[config.mk]
export PLATFORM = sky130hd
export DESIGN_NAME = adder_seq32
export DESIGN_NICKNAME = d
export VERILOG_FILES = /design/src/rtl/adder_seq32.sv
export SDC_FILE = /design/constraint.sdc
export NUM_CORES = 1
export LEC_CHECK = 0
export CORE_MARGIN = 2
export CORE_UTILIZATION = 53
export CTS_CLUSTER_DIAMETER = 50
export CTS_CLUSTER_SIZE = 16
export DETAILED_ROUTE_END_ITERATION = 10
export PLACE_DENSITY = 0.77
export SLEW_MARGIN = 10
export SYNTH_ARGS = -nofsm -noshare
export SYNTH_HDL_FRONTEND = slang
export SYNTH_SLANG_ARGS = --single-unit
export TNS_END_PERCENT = 1
[constraint.sdc]
create_clock -name clk -period 5.6 [get_ports clk]
set_clock_uncertainty 0.15 [all_clocks]
set_input_delay 1.12 -clock clk [delete_from_list [all_inputs] [get_ports clk]]
set_output_delay 1.12 -clock clk [all_outputs]
set_load 0.05 [all_outputs]
[src/rtl/adder_seq32.sv]
`default_nettype none
// ============================================================================
//  Module      : adder_seq32
//  Description : Multi-cycle adder/subtractor. Each RUN cycle adds one
//                SLICE-bit chunk of the latched operands with a lookahead
//                slice, LSB slice first. Results appear on sum/cout/ovf only
//                at completion and hold until the next completion.
//  Ports       : clk    - clock, rising edge
//                rst    - asynchronous active-high reset
//                start  - request an operation (accepted in IDLE or DONE)
//                sub    - 0: a+b+cin, 1: a-b (cin ignored)
//                a, b   - WIDTH-bit operands, free to change after acceptance
//                cin    - carry-in for add mode
//                busy   - high while in RUN
//                done   - one-cycle completion pulse
//                sum    - WIDTH-bit result
//                cout   - carry out of MSB (1 = no borrow when subtracting)
//                ovf    - two's-complement overflow
//  Revision    : 1.0 - initial release
// ============================================================================
module adder_seq32 #(
    parameter int WIDTH = 32,
    parameter int SLICE = 8
) (
    input  logic             clk,
    input  logic             rst,
    input  logic             start,
    input  logic             sub,
    input  logic [WIDTH-1:0] a,
    input  logic [WIDTH-1:0] b,
    input  logic             cin,
    output logic             busy,
    output logic             done,
    output logic [WIDTH-1:0] sum,
    output logic             cout,
    output logic             ovf
);

    localparam int C_NSLICE = WIDTH / SLICE;
    localparam int C_IDX_W  = (C_NSLICE > 1) ? $clog2(C_NSLICE) : 1;
    localparam logic [C_IDX_W-1:0] C_LAST_IDX = C_IDX_W'(C_NSLICE - 1);

    localparam logic [1:0] C_S_IDLE = 2'd0;
    localparam logic [1:0] C_S_RUN  = 2'd1;
    localparam logic [1:0] C_S_DONE = 2'd2;

    logic [1:0]         r_state;
    logic [1:0]         w_state_next;
    logic [WIDTH-1:0]   r_a;
    logic [WIDTH-1:0]   r_bx;      // b, already inverted for subtraction
    logic               r_carry;
    logic [C_IDX_W-1:0] r_idx;
    logic [WIDTH-1:0]   r_work;

    logic               w_accept;
    logic               w_last;
    int                 w_base;
    logic [SLICE-1:0]   w_a_sl;
    logic [SLICE-1:0]   w_b_sl;
    logic [SLICE-1:0]   w_g;
    logic [SLICE-1:0]   w_p;
    logic [SLICE:0]     w_c;
    logic [SLICE-1:0]   w_slice_sum;
    logic [WIDTH-1:0]   w_work_next;

    assign w_accept = start && ((r_state == C_S_IDLE) || (r_state == C_S_DONE));
    assign w_last   = (r_state == C_S_RUN) && (r_idx == C_LAST_IDX);

    // ------------------------------------------------------------------
    // State register
    // ------------------------------------------------------------------
    always_ff @(posedge clk or posedge rst) begin
        if (rst) begin
            r_state <= C_S_IDLE;
        end else begin
            r_state <= w_state_next;
        end
    end

    // ------------------------------------------------------------------
    // Next-state logic; start during RUN is deliberately ignored
    // ------------------------------------------------------------------
    always_comb begin
        w_state_next = r_state;
        case (r_state)
            C_S_IDLE: if (start) w_state_next = C_S_RUN;
            C_S_RUN:  if (w_last) w_state_next = C_S_DONE;
            C_S_DONE: w_state_next = start ? C_S_RUN : C_S_IDLE;
            default:  w_state_next = C_S_IDLE;
        endcase
    end

    // ------------------------------------------------------------------
    // Output decode
    // ------------------------------------------------------------------
    always_comb begin
        busy = (r_state == C_S_RUN);
        done = (r_state == C_S_DONE);
    end

    // ------------------------------------------------------------------
    // Slice adder: generate/propagate lookahead over the current slice
    // ------------------------------------------------------------------
    always_comb begin : p_slice
        logic [SLICE:0] v_c;
        w_base = int'(r_idx) * SLICE;
        w_a_sl = r_a[w_base +: SLICE];
        w_b_sl = r_bx[w_base +: SLICE];
        w_g    = w_a_sl & w_b_sl;
        w_p    = w_a_sl ^ w_b_sl;
        v_c    = '0;
        v_c[0] = r_carry;
        for (int i = 0; i < SLICE; i++) begin
            v_c[i+1] = w_g[i] | (w_p[i] & v_c[i]);
        end
        w_c         = v_c;
        w_slice_sum = w_p ^ v_c[SLICE-1:0];
    end

    // Working value with the current slice merged in; on the last slice this
    // is the complete result, which lets sum/ovf load in the same edge.
    always_comb begin
        w_work_next = r_work;
        w_work_next[w_base +: SLICE] = w_slice_sum;
    end

    // ------------------------------------------------------------------
    // Datapath
    // ------------------------------------------------------------------
    always_ff @(posedge clk or posedge rst) begin
        if (rst) begin
            r_a     <= '0;
            r_bx    <= '0;
            r_carry <= 1'b0;
            r_idx   <= '0;
            r_work  <= '0;
            sum     <= '0;
            cout    <= 1'b0;
            ovf     <= 1'b0;
        end else if (w_accept) begin
            r_a     <= a;
            r_bx    <= sub ? ~b : b;
            r_carry <= sub ? 1'b1 : cin;
            r_idx   <= '0;
        end else if (r_state == C_S_RUN) begin
            r_work  <= w_work_next;
            r_carry <= w_c[SLICE];
            if (w_last) begin
                r_idx <= '0;
                sum   <= w_work_next;
                cout  <= w_c[SLICE];
                ovf   <= (r_a[WIDTH-1] == r_bx[WIDTH-1]) &&
                         (w_work_next[WIDTH-1] != r_a[WIDTH-1]);
            end else begin
                r_idx <= r_idx + C_IDX_W'(1);
            end
        end
    end

endmodule
`default_nettype wire
==> results by group <==
Worst setup path
  – Crit path DAT: 5.33 ns
  – Reg2reg start: r_idx[0]
  – Critical Path RT: 5.84 ns
  – RR Endpoint: ovf
  – Startpoint Class: flip-flop
  – Crit path kind: reg2reg
  – CP Capture Type: flip-flop
  – Flop2flop setup slack: 0.52 ns
  – FF-to-FF path depth: 14
  – CP max FO: 11

CTS
  – TritonCTS clock tree: built
  – TritonCTS Buffers: 17
  – Hold_buf cts: 0
  – Number of setup buffers added after CTS: 0
  – Post-CTS sizing: 0
  – Sink Count: 127
  – Root Buffer: clkbuf_8
  – Clock Latency Late Sink: 0.53 ns
  – Clock transition at path regs: 0.06 ns
  – Clock buffer depth: 2
  – H-tree lvl count: 4

Final layout
  – Diode count: 0
  – Utilization after layout: 70.25%
  – Area Overhead vs Synth: 28.26%
  – Multi-input logic area: 2500 sq um
  – Fill cells: 812
  – Most frequent cells in the layout: 164 x nand2_1, 127 x dfrtp_1, 103 x clkdlybuf4s50_1
  – NumNets Final: 738
  – Most common cell after layout, fill and taps aside: nand2_1
  – Finished Layout Cells: 809
  – Layout cell share with drive strength beyond 1: 10.31%
  – FF+latch area: 3178 sq um

Placed design
  – Pre-CTS WS: 0.5593 ns
  – IO buf count: 104
  – Placer Congestion: 0.8591
  – Detailed placer's ending HPWL: 9372 um
  – Dpl cells: 777

Logic synthesis
  – EDFF count, synth: 0
  – Syn Nets: 649
  – Post-Syn Area: 5963 sq um
  – Yosys cell types: 39
  – Avg Cell Area, Syn: 10.52 sq um
  – Ys Warns: 0
  – Syn Inst Count: 567
  – Ys async rst share: 100.0%
  – Seq/Total Area, Yosys: 53.29%
  – Post-synth top flop: dfrtp_1
  – Synth Register Bits: 127

Hold path
  – Hold Crit Start: sum[20]
  – Hold path endpoint: sum[20]
  – Worst Hold Class: reg2reg
  – WHS Path Cells: 2

Detailed routing
  – Residual DRC: 0
  – DRT antenna net count: 0
  – Final wirelength: 13,550 um
  – WL per Instance: 16.75 um
  – Vias per inst: 5.464
  – Via Count: 4,420
  – DRT Pass-1 Iters: 5
  – 1st-iter DRT viols: 283

Power
  – Worst vdd ir: 503.9 uV
  – Power Dens Cells: 703.5 nW/um^2
  – Leak pwr: 3.409 nW

STA
  – Tcrit/Tclk final: 90.80%
  – PnR worst setup slack: 0.5151 ns
  – Slew margin rel.: 40.43%
  – Slew @ Worst Pin: 0.8935 ns
  – Fmax achieved: 196.7 MHz
  – Max Transition Viols Final: 0
  – Final hold vios: 0
  – Minimum clock period: 5.085 ns
  – Setup TNS: 0 ns
  – Final setup viols: 0
  – Unrepaired setup endpoints after global routing: no

GRT
  – Global-route usage over all layers: 24.69%
  – Vias in the first global route: 4,531
  – Initial antenna violation count: 0
  – Largest net degree at the start of global routing: 100
  – First-pass GRT wire length: 22,360 um
  – GRT overflow: 0

Die
  – Num ports: 105
  – Die footprint: 12,120 sq um
  – Die Ht: 110.1 um
  – Core footprint: 10,890 sq um
  – # rows: 38
  – Die W: 110.1 um
  – Initial core utilization: 54.77%

Outcome
  – Outcome: finished, final reports clean

Job
  – Max-cap viol count: 0
state kept, by name, summed over array words and instances, names as in the netlist:
register  flops
r_work       24
r_state       2
sum          32
r_idx         2
r_a          32
r_carry       1
r_bx         32
cout          1
ovf           1
cells by family after synthesis:
kind of cell | after synthesis | share of synthesized area, %
flops | 127 | 53.29
compound gates | 117 | 12.95
mux | 18 | 6.400
fa+ha+maj | 13 | 3.735
xor+xnor | 32 | 4.700
simple gates | 195 | 14.10
buf+inv | 65 | 4.826
worst max path at each step:
| stage | from | endpoint | slack [ns] | depth (start not counted) |
|---|---|---|---|---|
| after global routing | r_idx[0] | ovf | 0.21 | 14 |
| final | r_idx[0] | ovf | 0.52 | 14 |
| after detailed placement | r_idx[0] | ovf | 0.56 | 14 |
| after floorplan | r_idx[0] | ovf | 0.91 | 16 |
| after global placement | r_idx[0] | ovf | 0.71 | 14 |
| after CTS | r_idx[0] | ovf | 0.50 | 14 |
metrics by stage:
| step | power, mW | area (sq um) | hold slack [ns] |
|---|---|---|---|
| 6_report | 5.381 | 7649 | 0.3219 |
| 5_1_grt | 5.667 | 7649 | 0.3452 |
| 4_1_cts | 5.382 | 7649 | 0.3268 |
| 3_5_place_dp | 4.232 | 7034 | 0.3099 |
| 3_3_place_gp | 4.158 | 7034 | 0.3037 |
| 2_1_floorplan | 3.406 | 5963 | 0.2903 |
cell type report:
cell class | count | area share (%)
Sequential cell | 127 | 41.55
Multi-Input combinational cell | 375 | 32.68
Timing Repair Buffer | 111 | 14.23
Clock buffer | 20 | 5.955
Tap cell | 140 | 2.290
Clock inverter | 12 | 2.078
Inverter | 24 | 1.211
synthesized netlist by cell type (2+ instances only):
cell         n  area (sq um)
clkbuf_1    20         75.07
and4bb_2     2         25.02
o2bb2ai_1   20         175.2
buf_6        3         33.78
fa_1         8         160.2
nor2b_1      3         18.77
nor2_1       5         18.77
and2b_2      2         17.52
nand3_1      5         25.02
o21ai_0     58         290.3
buf_2       10         50.05
nand4bb_1    2         22.52
o21ai_2      4         35.03
a2bb2oi_1   18         157.7
nand3b_1     3         22.52
nand2b_1     2         12.51
o21ai_1      2         10.01
buf_4        2         15.01
dfrtp_1    127          3178
ha_1         5         62.56
nand2_1    164         615.6
a21oi_1      7         35.03
nor4bb_1     2         20.02
a22o_1       4         35.03
a221oi_1     3         26.28
xnor2_1     32         280.3
mux4_2      16         360.4
inv_1       23         86.33
buf_1        5         18.77
routing by layer:
metal | wire [um] | vias to the layer above | global-route usage, %
li1 | - | 2089 | -
met1 | 5693 | 2168 | 30.97
met2 | 6886 | 139 | 41.67
met3 | 701 | 24 | 6.761
met4 | 271 | 0 | 7.957
met5 | 0 | - | 0
critical path: stages (launching register included):
cell	delay [ns]
dfrtp_1	0.71
mux4_2	0.38
fa_1	0.18
inv_1	0.05
fa_1	0.37
fa_1	0.40
fa_1	0.39
fa_1	0.41
fa_1	0.41
fa_1	0.39
inv_1	0.09
fa_1	0.34
nor4bb_1	0.39
mux2i_1	0.21
o21ai_0	0.09
report_power, final:
| group | internal (mW) | leakage [nW] | switching [mW] |
|---|---|---|---|
| Combinational | 1.09 | 1.48 | 1.59 |
| Sequential | 1.31 | 1.65 | 0.265 |
| Clock | 0.715 | 0.286 | 0.409 |
| Total | 3.12 | 3.41 | 2.26 |
No activity file was read; power rests on OpenSTA's default activity.
